<file path="src/rtl/pll_sup_pkg.sv">
// rtl/pll_sup_pkg.sv - state encoding, default timing constants and counter sizing for the PLL lock supervisor
package pll_sup_pkg;

  typedef enum logic [2:0] {
    RESET_PLL,
    WAIT_LOCK,
    STABLE,
    RUN,
    FAIL
  } pll_state_t;

  localparam int DEF_RST_PULSE     = 16;
  localparam int DEF_LOCK_TIMEOUT  = 50000;
  localparam int DEF_STABLE_CYCLES = 1024;
  localparam int DEF_MAX_RETRY     = 3;

  // Counters only ever hold values up to n-1; keep at least one bit for tiny n.
  function automatic int cnt_w(input int n);
    return (n <= 2) ? 1 : $clog2(n);
  endfunction

endpackage

</file>
<file path="src/rtl/sync_2ff.sv">
// rtl/sync_2ff.sv - two-flop synchronizer for a single asynchronous bit, reset value 0
module sync_2ff (
  input  logic clk,
  input  logic rst,
  input  logic d,
  output logic q
);

  logic meta;

  always_ff @(posedge clk) begin
    if (rst) begin
      meta <= 1'b0;
      q    <= 1'b0;
    end else begin
      meta <= d;
      q    <= meta;
    end
  end

endmodule

</file>
<file path="src/rtl/pll_lock_supervisor.sv">
// rtl/pll_lock_supervisor.sv - sequences PLL reset, qualifies lock, retries on timeout and holds downstream logic in reset until lock is stable
module pll_lock_supervisor
  import pll_sup_pkg::*;
#(
  parameter int RST_PULSE     = DEF_RST_PULSE,
  parameter int LOCK_TIMEOUT  = DEF_LOCK_TIMEOUT,
  parameter int STABLE_CYCLES = DEF_STABLE_CYCLES,
  parameter int MAX_RETRY     = DEF_MAX_RETRY
) (
  input  logic       clk,
  input  logic       rst,
  input  logic       pll_lock,
  output logic       pll_rst,
  output logic       sys_rst,
  output logic       locked_ok,
  output logic       fail,
  output logic [7:0] relock_cnt
);

  localparam int PW = cnt_w(RST_PULSE);
  localparam int TW = cnt_w(LOCK_TIMEOUT);
  localparam int SW = cnt_w(STABLE_CYCLES);
  localparam int RW = cnt_w(MAX_RETRY);

  pll_state_t    state, state_nxt;
  logic [PW-1:0] pulse_cnt, pulse_nxt;
  logic [TW-1:0] tmo_cnt, tmo_nxt;
  logic [SW-1:0] stab_cnt, stab_nxt;
  logic [RW-1:0] retry, retry_nxt;
  logic [7:0]    relock_nxt;
  logic          lock_s;

  sync_2ff u_sync (
    .clk (clk),
    .rst (rst),
    .d   (pll_lock),
    .q   (lock_s)
  );

  always_ff @(posedge clk) begin
    if (rst) begin
      state      <= RESET_PLL;
      pulse_cnt  <= '0;
      tmo_cnt    <= '0;
      stab_cnt   <= '0;
      retry      <= '0;
      relock_cnt <= '0;
    end else begin
      state      <= state_nxt;
      pulse_cnt  <= pulse_nxt;
      tmo_cnt    <= tmo_nxt;
      stab_cnt   <= stab_nxt;
      retry      <= retry_nxt;
      relock_cnt <= relock_nxt;
    end
  end

  always_comb begin
    state_nxt  = state;
    pulse_nxt  = pulse_cnt;
    tmo_nxt    = tmo_cnt;
    stab_nxt   = stab_cnt;
    retry_nxt  = retry;
    relock_nxt = relock_cnt;
    case (state)
      RESET_PLL: begin
        if (pulse_cnt == PW'(RST_PULSE - 1)) begin
          state_nxt = WAIT_LOCK;
          pulse_nxt = '0;
          tmo_nxt   = '0;
        end else begin
          pulse_nxt = pulse_cnt + 1'b1;
        end
      end
      WAIT_LOCK: begin
        if (lock_s) begin
          state_nxt = STABLE;
          stab_nxt  = '0;
        end else if (tmo_cnt == TW'(LOCK_TIMEOUT - 1)) begin
          // The attempt that exhausts the retry budget parks in FAIL instead of pulsing again.
          if (retry == RW'(MAX_RETRY - 1)) begin
            state_nxt = FAIL;
          end else begin
            state_nxt = RESET_PLL;
            pulse_nxt = '0;
            retry_nxt = retry + 1'b1;
          end
        end else begin
          tmo_nxt = tmo_cnt + 1'b1;
        end
      end
      STABLE: begin
        if (!lock_s) begin
          state_nxt = WAIT_LOCK;
          tmo_nxt   = '0;
        end else if (stab_cnt == SW'(STABLE_CYCLES - 1)) begin
          state_nxt = RUN;
          retry_nxt = '0;
        end else begin
          stab_nxt = stab_cnt + 1'b1;
        end
      end
      RUN: begin
        if (!lock_s) begin
          state_nxt = RESET_PLL;
          pulse_nxt = '0;
          if (relock_cnt != 8'hFF) relock_nxt = relock_cnt + 8'd1;
        end
      end
      FAIL:    state_nxt = FAIL;
      default: state_nxt = RESET_PLL;
    endcase
  end

  assign pll_rst   = (state == RESET_PLL);
  assign sys_rst   = (state != RUN);
  assign locked_ok = (state == RUN);
  assign fail      = (state == FAIL);

endmodule

</file>
<file path="config.mk">
export PLATFORM = sky130hd
export DESIGN_NAME = pll_lock_supervisor
export DESIGN_NICKNAME = d
export VERILOG_FILES = /design/src/rtl/pll_sup_pkg.sv /design/src/rtl/sync_2ff.sv /design/src/rtl/pll_lock_supervisor.sv
export SDC_FILE = /design/constraint.sdc
export NUM_CORES = 1
export LEC_CHECK = 0
export ABC_AREA = 1
export CELL_PAD_IN_SITES_DETAIL_PLACEMENT = 1
export CELL_PAD_IN_SITES_GLOBAL_PLACEMENT = 2
export CORE_ASPECT_RATIO = 1.2
export CORE_MARGIN = 3
export CORE_UTILIZATION = 36
export CTS_BUF_LIST = sky130_fd_sc_hd__clkbuf_2 sky130_fd_sc_hd__clkbuf_4 sky130_fd_sc_hd__clkbuf_8
export CTS_CLUSTER_DIAMETER = 120
export DETAILED_ROUTE_END_ITERATION = 16
export PLACE_DENSITY = 0.9
export SETUP_SLACK_MARGIN = 0.5
export SYNTH_ARGS = -nofsm -noshare
export SYNTH_HDL_FRONTEND = slang
export SYNTH_SLANG_ARGS = --single-unit
</file>
<file path="constraint.sdc">
create_clock -name clk -period 4.4 [get_ports clk]
set_input_delay 0.66 -clock clk [delete_from_list [all_inputs] [get_ports clk]]
set_output_delay 0.66 -clock clk [all_outputs]
set_load 0.01 [all_outputs]
</file>
# Yosys cells after proc, flatten, opt, wreduce, memory -nomap -nowiden
# Cells that the tools add are included.
# totals
regBits	45
output_inout_bits	12
input_bits	3
elab_cells	76
# classes
add_sub_neg	5
eq_ne	23
bitwise	1
reduce_logical	10
n_mux	29
# ops
op	count
$mux 16	4
$pmux 16 s3	1
$mux 10	3
$mux 3	7
$mux 4	5
$pmux 10 s2	1
$add 16x1->16 const B	1
$eq 16x16->1 const B	1
$ne 2x2->1 const B	8
$pmux 3 s5	1
$pmux 4 s3	1
$add 10x1->10 const B	1
$eq 10x10->1 const B	1
$mux 2	5
$reduce_and 5->1	2
$add 8x1->8 const B	1
$ne 8x8->1 const B	1
$reduce_and 4->1	2
$eq 3x2->1 const B	2
$ne 2x1->1 const B	3
$ne 3x2->1 const B	2
$reduce_and 6->1	1
$reduce_bool 3->1	2
$add 4x1->4 const B	1
11 further kinds	11

# Logic depth before layout (Yosys ltp)
# Gate-level depths: netlist of run 1.
# logic_depth
ltp_word	5
ltp_mapped	10
mapped_depth_nobuf	10

# By module
# Synthesis of run 1 repeated with hierarchy kept, for this count alone.
# hier_totals
hier_cells	439
area_unflattened_um2	2683.8
# modules_own_cells
mod	cells_each	instances	area_each_um2	seq_area_each_um2
pll_lock_supervisor	433	1	2628.8	860.8
sync_2ff	6	1	55.1	40.0

# Worst setup path after synthesis of run 1
# OpenSTA, ideal clock, no wires.
# synth_timing
kind	reg-to-output
from	register state[0]
to	output locked_ok
t_arrival_ns	0.869
path_stages_with_launch	5
path_buffers	0
slack_ns	2.871
cell_sequence	dfxtp_1 > inv_2 > nor2_8 > nand2_1 > inv_1
# synth_between
elab_chain_len	1
# synth_rtl
element	line_no	rtl
start, declared	pll_lock_supervisor.sv:25	pll_state_t state, state_nxt;
start signal, assigned	pll_lock_supervisor.sv:49	state <= state_nxt;
$eq 3x2->1	pll_lock_supervisor.sv:117	assign locked_ok = (state == RUN);
end, declared	pll_lock_supervisor.sv:15	output logic locked_ok,
# Every way passes these cells.

# Worst setup path in the final report of run 1
# layout_timing
from	register state[2]
to	output pll_rst
# layout_between
elab_chain_len	1
# layout_rtl
element	line_no	rtl
$logic_not 3->1	pll_lock_supervisor.sv:115	assign pll_rst = (state == RESET_PLL);
end, declared	pll_lock_supervisor.sv:13	output logic pll_rst,
# Every way passes these cells.

==> flow_metrics.py, run 1 <==
metrics = {
    "floorplan": {
        "ios": 15,
        "dieArea_mm2": 0.00855,
        "start_util": 0.381,
        "std_cell_rows": 33,
        "die_width_um": 84.9,
        "core_mm2": 0.00706,
        "die_y_um": 101,
    },
    "place": {
        "dp_hpwl_mm": 5.20,
        "dp.cells": 523,
        "gp_congestion": 0.799,
        "port_buffers": 14,
    },
    "layout": {
        "fin_nets": 451,
        "drive_above_1_share": 0.0495,
        "syn_to_final_growth_pct": 12.0,
        "fillerInstances": 969,
        "stdcell_count": 531,
        "diodes": 0,
    },
    "detailed_routing": {
        "postRouteAntennaNets": 0,
        "drc": 0,
        "drt_wl_total_mm": 7.08,
        "dr.pass1.iters": 4,
        "vias": 2650,
        "wl_per_cell_um": 13.3,
        "drtIter0Drc": 124,
        "post_drt_via_cell_ratio": 4.99,
    },
    "timing": {
        "relSlewSlack": 0.619,
        "fin_skew_ns": 0.0110,
        "holdWs_ns": 0.416,
        "min_period_ns": 2.42,
        "worst_pin_slew_ns": 0.572,
        "finalMaxSlewViolations": 0,
        "fin_tns_setup_ns": 0,
        "finalHoldViolCount": 0,
        "timing.fmax_mhz": 413,
        "finalCritPeriodShare": 0.550,
        "rsz0062_at_grt": "no",
        "finalSetupViolCount": 0,
    },
    "setup_path": {
        "worstPathRequired_ns": 3.74,
        "worst-path-max-fanout": 5,
        "crit_chain": "nor2_1, nand2_1, inv_1, clkdlybuf4s50_1",
        "crit_type": "register to output pin",
        "crit_path_end_kind": "output pin",
        "worstSetupStartpointType": "register",
        "crit_arrival_ns": 1.76,
        "critPathMaxStageDelay_ns": 0.56,
        "slowest_stage": "clkdlybuf4s50_1",
    },
    "clock_tree": {
        "post_cts_buffers": 0,
        "clock-root-buffer": "clkbuf_8",
        "holdBufCountCts": 0,
        "cts.clk_slew.worst_paths_ns": 0.10,
        "clock_path_buffers": 2,
        "cts.repair.resized": 0,
        "clk_latency_ns": 0.31,
        "numCtsBuffers": 5,
        "clock-sinks": 45,
        "htreeDepth": 2,
        "cts_tree": "yes",
    },
    "pwr": {
        "ir_drop_mv": 0.212,
        "pwr-share-clk": 0.389,
        "combinationalPowerShare": 0.123,
        "leakage_nw": 1.25,
        "power.switching_w": 0.000260,
        "p_per_area_mw_per_mm2": 296,
        "p_int_w": 0.000631,
        "seqPwrFrac": 0.488,
        "p_sw_frac": 0.292,
    },
    "yosys": {
        "netlist_area_mm2": 0.00269,
        "synthTopCellsByArea": "dfxtp_1, nand2_1, nor2_1",
        "yosysWarnings": 0,
        "ys_types": 30,
        "synthTopCellsByCount": "nand2_1, nor2_1, inv_1",
        "synth_edf_count": 0,
        "yosys.area.top_type": "dfxtp_1",
        "synthFlopType": "dfxtp_1",
        "synthCells": 430,
        "yosysSeqAreaShare": 0.335,
        "synth_nets": 438,
        "postSynthAreaPerCell_um2": 6.26,
        "synthArstFlopShare": 0,
        "yosys.cell_count.top_type": "nand2_1",
        "synth_top_area_frac": 0.335,
        "yosys_register_bits": 45,
    },
    "global_routing": {
        "grt_max_degree": 29,
        "antenna_found_initial": 0,
        "overflow": 0,
        "track_usage": 0.172,
        "grt_pass1_wl_mm": 12.0,
        "grt_pass1_vias": 2632,
    },
    "flow_run": {
        "cap_violations": 0,
    },
    "worst_hold_path": {
        "hp-class": "register to register",
    },
    "status": {
        "status": "completed",
    },
}
==> through the flow <==
| step | area (µm²) | setup slack (ns) | utilization | power, W |
|---|---|---|---|---|
| floorplan | 2690 | 2.87 | - | 0.000526 |
| global placement | 2900 | 2.36 | 0.410 | 0.000553 |
| detailed placement | 2900 | 2.29 | 0.410 | 0.000555 |
| CTS | 3020 | 1.95 | 0.427 | 0.000901 |
| global route | 3020 | 1.88 | 0.427 | 0.000932 |
| finish | 3020 | 1.98 | 0.427 | 0.000891 |
==> metal layers <==
| metal | global-route usage | wire length [µm] | vias to the layer above |
|---|---|---|---|
| met5 | 0 | 0 | - |
| met4 | 0.0402 | 87 | 0 |
| met3 | 0.0278 | 91 | 8 |
| met2 | 0.322 | 3630 | 13 |
| met1 | 0.205 | 3260 | 1247 |
| li1 | - | - | 1382 |
==> placed cells by master, fill, tap and decap left out, types with 2 or more instances in the layout <==
cell               n
nand2_1          124
nor3_1             9
nand2_4            2
a21oi_1           30
nand3_1           39
dfxtp_1           45
ha_1               5
nand4_1           10
clkbuf_8           5
xor2_1             9
nor3b_1            3
o21ai_0           10
inv_1             54
xnor2_1            2
nor2_1            64
inv_2              2
nand2_2            3
clkdlybuf4s50_1   14
==> critical path: cells and delay by family (launching register included) <==
kind / cells / cell delay, ns
buf+inv: 2 / 0.65
flops: 1 / 0.39
simple gates: 2 / 0.42
==> registers in the layout, indices dropped and copies added, names as in the netlist <==
register and count:
retry 2, u_sync.meta 1, pulse_cnt 4, u_sync.q 1
stab_cnt 10, state 3, relock_cnt 8, tmo_cnt 16
==> area by class of cell <==
cell class                      instances  area [µm²]  share of cell area
Sequential cell                        45         901               0.299
Inverter                               57         215              0.0714
Multi-Input combinational cell        319        1520               0.505
Tap cell                               87         109              0.0361
Timing Repair Buffer                   15         148              0.0490
Clock inverter                          3        50.0              0.0166
Clock buffer                            5        68.8              0.0228
==> power groups by stage <==
stage | logic, W | clock network (W) | registers (W)
finish | 0.000110 | 0.000346 | 0.000435
detailed placement | 0.000111 | 0 | 0.000444
global placement | 0.000109 | 0 | 0.000444
floorplan | 0.0000853 | 0 | 0.000440
CTS | 0.000113 | 0.000354 | 0.000435
global route | 0.000127 | 0.000367 | 0.000438
==> kinds of logic after synthesis <==
| kind of cell | Yosys count | share of synthesized area |
|---|---|---|
| buffers and inverters | 66 | 0.0990 |
| adders and majority gates | 5 | 0.0232 |
| DFF | 45 | 0.335 |
| AOI/OAI and AO/OA | 44 | 0.0846 |
| xor gates and xnor gates | 11 | 0.0358 |
| and+or+nand+nor | 259 | 0.423 |
==> final timing paths <==
check | start | to | slack [ns] | cells past startpoint
setup / recovery | state[2] | pll_rst | 1.98 | 4
hold / removal | u_sync.meta | u_sync.q | 0.42 | 2
setup reg to reg | state[2] | stab_cnt[4] | 2.27 | 9
hold reg to reg | u_sync.meta | u_sync.q | 0.42 | 2
No activity file was read; power rests on OpenSTA's default activity.
==> inputs of run 2 (changes only) <==
--- a/config.mk
+++ b/config.mk
@@ -10,11 +10,11 @@
 export CELL_PAD_IN_SITES_GLOBAL_PLACEMENT = 2
 export CORE_ASPECT_RATIO = 1.2
 export CORE_MARGIN = 3
-export CORE_UTILIZATION = 36
+export CORE_UTILIZATION = 30
 export CTS_BUF_LIST = sky130_fd_sc_hd__clkbuf_2 sky130_fd_sc_hd__clkbuf_4 sky130_fd_sc_hd__clkbuf_8
 export CTS_CLUSTER_DIAMETER = 120
 export DETAILED_ROUTE_END_ITERATION = 16
-export PLACE_DENSITY = 0.9
+export PLACE_DENSITY = 0.8
 export SETUP_SLACK_MARGIN = 0.5
 export SYNTH_ARGS = -nofsm -noshare
 export SYNTH_HDL_FRONTEND = slang
==> constraint.sdc (replaced) <==
create_clock -name clk -period 2 [get_ports clk]
set_input_delay 0.3 -clock clk [delete_from_list [all_inputs] [get_ports clk]]
set_output_delay 0.3 -clock clk [all_outputs]
set_load 0.01 [all_outputs]
==> run 2 against run 1 <==
Net effect:
- non-clock buffer count up 36
- final cell count grew 13%
- combinational power rose to 3.9 times the previous value
- via count up 8.1%
- flip-flop and latch count unchanged
- critical path depth increased by 1
- global-route usage is 0.16 points lower
- design area rose by 28%
==> flow_metrics.py, run 2 (synthesized netlist as in run 1, its figures left out) <==
metrics = {
    "worst_hold_path": {
        "worstHoldStart": "u_sync.meta",
        "holdPathEnd": "u_sync.q",
        "whs_path_depth": 2,
        "hp-class": "register to register",
    },
    "detailed_routing": {
        "postRouteAntennaNets": 0,
        "dr.pass1.iters": 4,
        "vias": 2864,
        "dr.max_layer_used": "met4",
        "wl_per_cell_um": 14.3,
        "drc": 0,
        "drtIter0Drc": 61,
        "post_drt_via_cell_ratio": 4.78,
        "drt_wl_total_mm": 8.55,
        "dr_wl_met2_mm": 4.51,
        "met1_length_mm": 3.72,
        "routed-wl-met3_um": 137,
    },
    "clock_tree": {
        "clock-sinks": 45,
        "holdBufCountCts": 0,
        "clock-root-buffer": "clkbuf_8",
        "numCtsBuffers": 5,
        "htreeDepth": 2,
        "cts.clk_slew.worst_paths_ns": 0.09,
        "clk_latency_ns": 0.31,
        "cts_tree": "yes",
        "clock_path_buffers": 2,
    },
    "layout": {
        "drive_above_1_share": 0.330,
        "reg_top3": "tmo_cnt: 16 flops, stab_cnt: 10 flops, relock_cnt: 8 flops",
        "multi_input_area_mm2": 0.00195,
        "mostFrequentLayoutCell": "nand2_1",
        "syn_to_final_growth_pct": 43.1,
        "final-seq-area_um2": 952,
        "largest-register": "tmo_cnt",
        "fillerInstances": 1092,
        "largest_reg_flops": 16,
        "most-common-layout-cells": "nand2_1, nor2_1, inv_1, nand3_1, buf_4",
        "fin_nets": 489,
        "diodes": 0,
    },
    "setup_path": {
        "worstPathRequired_ns": 1.70,
        "worst-path-max-fanout": 5,
        "r2r_setup_slack_ns": 0.50,
        "worstReg2RegEnd": "tmo_cnt[6]",
        "r2r-start": "tmo_cnt[0]",
        "r2r_cells": 8,
        "crit_arrival_ns": 1.20,
        "crit_path_end_kind": "output pin",
        "crit_type": "register to output pin",
        "worstSetupStartpointType": "register",
    },
    "timing": {
        "relSlewSlack": 0.796,
        "fin_tns_setup_ns": 0,
        "finalMaxSlewViolations": 0,
        "worst_pin_slew_ns": 0.305,
        "rsz0062_at_grt": "yes",
        "holdWs_ns": 0.402,
        "finalHoldViolCount": 0,
        "finalSetupViolCount": 0,
        "fin_skew_ns": 0.00583,
        "finalCritPeriodShare": 0.749,
        "min_period_ns": 1.50,
        "timing.fmax_mhz": 667,
    },
    "pwr": {
        "ir_drop_mv": 0.318,
        "leakage_nw": 1.54,
        "p_per_area_mw_per_mm2": 517,
    },
    "global_routing": {
        "grt_pass1_vias": 2964,
        "antenna_found_initial": 0,
        "grt_pass1_wl_mm": 13.9,
        "track_usage": 0.171,
        "overflow": 0,
        "grt_max_degree": 24,
    },
    "place": {
        "port_buffers": 14,
        "gp_congestion": 0.830,
        "dp_hpwl_mm": 5.61,
    },
    "floorplan": {
        "start_util": 0.311,
        "dieArea_mm2": 0.0101,
        "die_width_um": 92.5,
        "std_cell_rows": 37,
        "ios": 15,
        "die_y_um": 110,
        "core_mm2": 0.00866,
    },
    "flow_run": {
        "cap_violations": 0,
    },
    "status": {
        "status": "completed",
    },
}
==> run 2: layout make-up <==
type	instances	area share
multi-input cells	321	0.505
clock buffers	6	0.0198
flip-flops and latches	45	0.247
repair buffers	51	0.127
inverters	57	0.0601
clock inverters	2	0.00260
well taps	117	0.0380
==> run 2: timing repair <==
action	4_1_cts	5_1_grt
pin swaps	17	27
buffers inserted	17	11
gates cloned	1	1
resized for setup	104	75
setup endpoints to repair	54	46
==> run 2: critical path, stage by stage (launching register included) <==
cell and delay (ns):
dfxtp_4 0.41, inv_4 0.06, nor2_8 0.10, buf_12 0.12, nand2_8 0.06, buf_2 0.14
==> run 2: how the worst max path moves through the flow <==
stage                     from      endpoint  cells after the start
finish                state[0]       sys_rst                      5
global route          state[2]      state[0]                     11
CTS                   state[0]     locked_ok                      5
detailed placement    state[0]   stab_cnt[4]                      9
global placement      state[0]   stab_cnt[4]                      9
floorplan           tmo_cnt[0]  pulse_cnt[1]                      8
==> run 2: report_power, final <==
part	internal, W	switching [W]	total (W)
registers	0.000923	0.0000368	0.000959
logic	0.000186	0.000242	0.000429
clock network	0.000257	0.000347	0.000604
total	0.00137	0.000626	0.00199
==> run 2: layer usage <==
layer	vias up	track usage
met5	-	0
met4	0	0.0626
met3	13	0.0281
met2	24	0.316
met1	1362	0.197
li1	1465	-
==> run 2: stage by stage <==
| step | util | area [µm²] | total power (W) | cells | setup WS, ns |
|---|---|---|---|---|---|
| floorplan | - | 2690 | 0.00116 | 430 | 0.517 |
| global placement | 0.347 | 3010 | 0.00123 | 561 | 0.224 |
| detailed placement | 0.347 | 3010 | 0.00124 | 561 | 0.198 |
| CTS | 0.404 | 3500 | 0.00198 | 587 | 0.424 |
| global route | 0.445 | 3850 | 0.00210 | 599 | 0.420 |
| finish | 0.445 | 3850 | 0.00199 | 599 | 0.502 |
==> inputs of run 3 (changes only) <==
==> constraint.sdc (replaced) <==
create_clock -name clk -period 1.3 [get_ports clk]
set_input_delay 0.195 -clock clk [delete_from_list [all_inputs] [get_ports clk]]
set_output_delay 0.195 -clock clk [all_outputs]
set_load 0.01 [all_outputs]
==> run 3 against run 2 <==
Net effect:
- the run now ends with setup timing left
- clock power grew 120%
- clock skew rose by 0.0092 ns
- sequential share of layout area down 3.9 points
- die area did not move
- wire length up 14%
- critical path depth increased by 6
- via count is 11% higher
- combinational power increased by 94%
- final cell count rose by 12%
==> flow_metrics.py, run 3 (synthesized netlist as in run 1, its figures left out) <==
metrics = {
    "clock_tree": {
        "holdBufCountCts": 0,
        "clock_path_buffers": 2,
        "htreeDepth": 2,
        "cts_tree": "yes",
        "clk_latency_ns": 0.32,
        "clock-root-buffer": "clkbuf_8",
        "clock-sinks": 45,
        "cts.clk_slew.worst_paths_ns": 0.10,
        "numCtsBuffers": 5,
    },
    "pwr": {
        "combinationalPowerShare": 0.230,
        "pwr-share-clk": 0.366,
        "p_sw_frac": 0.296,
        "power.switching_w": 0.00107,
        "p_per_area_mw_per_mm2": 788,
        "ir_drop_mv": 0.648,
        "seqPwrFrac": 0.404,
        "p_int_w": 0.00255,
        "leakage_nw": 1.95,
        "totalPowerFinal_w": 0.00362,
    },
    "setup_path": {
        "r2r_setup_slack_ns": -0.18,
        "crit_arrival_ns": 1.74,
        "worstPathRequired_ns": 1.56,
        "crit_type": "register to register",
        "critPathMaxStageDelay_ns": 0.39,
        "critPathBufInv": 2,
        "crit_chain": "nor2_4, buf_6, nand2_2, buf_6, nand2_4, nand2_2, nor2_4, nand3_2, nand2_1, nand2_1, nor2_1",
        "worst-path-max-fanout": 4,
        "worstReg2RegEnd": "retry[1]",
        "r2r-start": "state[2]",
        "crit_path_end_kind": "register",
        "slowest_stage": "dfxtp_4",
        "worstSetupStartpointType": "register",
        "r2r_cells": 11,
        "cp_top_family": "simple AND/OR/NAND/NOR gates",
    },
    "detailed_routing": {
        "dr.pass1.iters": 4,
        "drt_wl_total_mm": 9.73,
        "drc": 0,
        "postRouteAntennaNets": 0,
        "drtIter0Drc": 68,
        "vias": 3176,
        "wl_per_cell_um": 14.5,
        "post_drt_via_cell_ratio": 4.75,
    },
    "layout": {
        "largest_reg_flops": 16,
        "drive_above_1_share": 0.475,
        "reg_top3": "tmo_cnt: 16 flops, stab_cnt: 10 flops, relock_cnt: 8 flops",
        "most-common-layout-cells": "nand2_1, buf_4, nor2_1, inv_1, buf_6",
        "syn_to_final_growth_pct": 70.9,
        "fin_nets": 559,
        "mostFrequentLayoutCell": "nand2_1",
        "diodes": 0,
        "largest-register": "tmo_cnt",
        "fin_util": 0.531,
    },
    "place": {
        "port_buffers": 14,
        "dp_hpwl_mm": 7.13,
        "gp_congestion": 0.779,
    },
    "global_routing": {
        "grt_pass1_vias": 3386,
        "track_usage": 0.202,
        "overflow": 0,
        "grt_pass1_wl_mm": 16.2,
        "grt_max_degree": 15,
        "antenna_found_initial": 0,
    },
    "timing": {
        "worst_pin_slew_ns": 0.271,
        "finalCritPeriodShare": 1.14,
        "holdWs_ns": 0.402,
        "finalMaxSlewViolations": 0,
        "finalHoldViolCount": 0,
        "finalSetupViolCount": 47,
        "min_period_ns": 1.48,
        "relSlewSlack": 0.819,
        "rsz0062_at_grt": "yes",
        "fin_skew_ns": 0.0150,
        "setup_slack_ns": -0.183,
        "timing.fmax_mhz": 674,
    },
    "status": {
        "status": "complete, but fails checks",
        "violations": "setup timing",
    },
    "worst_hold_path": {
        "holdPathEnd": "u_sync.meta",
        "worstHoldStart": "pll_lock",
        "hp-class": "input port to register",
        "whs_path_depth": 3,
    },
    "floorplan": {
        "die_y_um": 110,
        "core_mm2": 0.00866,
        "start_util": 0.311,
        "std_cell_rows": 37,
        "ios": 15,
        "dieArea_mm2": 0.0101,
        "die_width_um": 92.5,
    },
    "flow_run": {
        "cap_violations": 0,
    },
}
-- run 3: changes by cell type in the layout (fill, tap and decap cells not counted), sizes merged, moves of 2 or more --
cell	previous run	this run
clkinv	3	1
bufinv	0	2
dlygate4sd2	8	1
buf	41	120
-- run 3: metrics by stage --
stage	std cells	TNS (ns)	worst slack [ns]	area (µm²)
6_report	669	-4.23	-0.183	4600
2_1_floorplan	430	-0.537	-0.0570	2930
4_1_cts	665	-4.25	-0.144	4410
3_5_place_dp	645	-5.71	-0.205	3860
3_3_place_gp	645	-3.77	-0.145	3860
5_1_grt	669	-8.48	-0.269	4600
-- run 3: area by class of cell --
cell class,count,area [µm²]
Timing Repair Buffer,122,1030
Inverter,57,249
Multi-Input combinational cell,320,2080
Clock buffer,5,68.8
Fill cell,1078,4060
Tap cell,117,146
Clock inverter,3,65.1
Sequential cell,45,957
-- run 3: how the worst max path moves through the flow --
stage / endpoint / cells past startpoint / start
5_1_grt: retry[1] / 11 / state[0]
3_5_place_dp: relock_cnt[7] / 9 / state[0]
2_1_floorplan: tmo_cnt[9] / 9 / pulse_cnt[1]
4_1_cts: relock_cnt[7] / 9 / state[0]
3_3_place_gp: pll_rst / 4 / state[2]
6_report: retry[1] / 11 / state[2]
-- run 3: what timing repair did --
action,in CTS,in global routing
gates cloned,1,0
resized for setup,150,49
pin swaps,25,30
setup endpoints to repair,57,55
buffers inserted,11,4
-- run 3: power by group through the flow --
stage / registers [W] / logic (W) / clock network [W]
after global placement: 0.00150 / 0.000580 / 0
after CTS: 0.00146 / 0.000742 / 0.00136
after global routing: 0.00147 / 0.000912 / 0.00141
final: 0.00146 / 0.000832 / 0.00133
after floorplan: 0.00151 / 0.000326 / 0
after detailed placement: 0.00150 / 0.000600 / 0
-- run 3: worst reg2reg max path, cell delays in order, from the launching register on --
cell     delay, ns
dfxtp_4       0.39
nor2_4        0.11
buf_6         0.14
nand2_2       0.08
buf_6         0.13
nand2_4       0.07
nand2_2       0.06
nor2_4        0.11
nand3_2       0.08
nand2_1       0.07
nand2_1       0.06
nor2_1        0.11
-- run 3: routing by layer --
metal  GRT usage  part of all wire
met1       0.224              0.41
met5           0                 0
met2       0.399              0.56
met3      0.0322             0.020
met4      0.0446             0.015
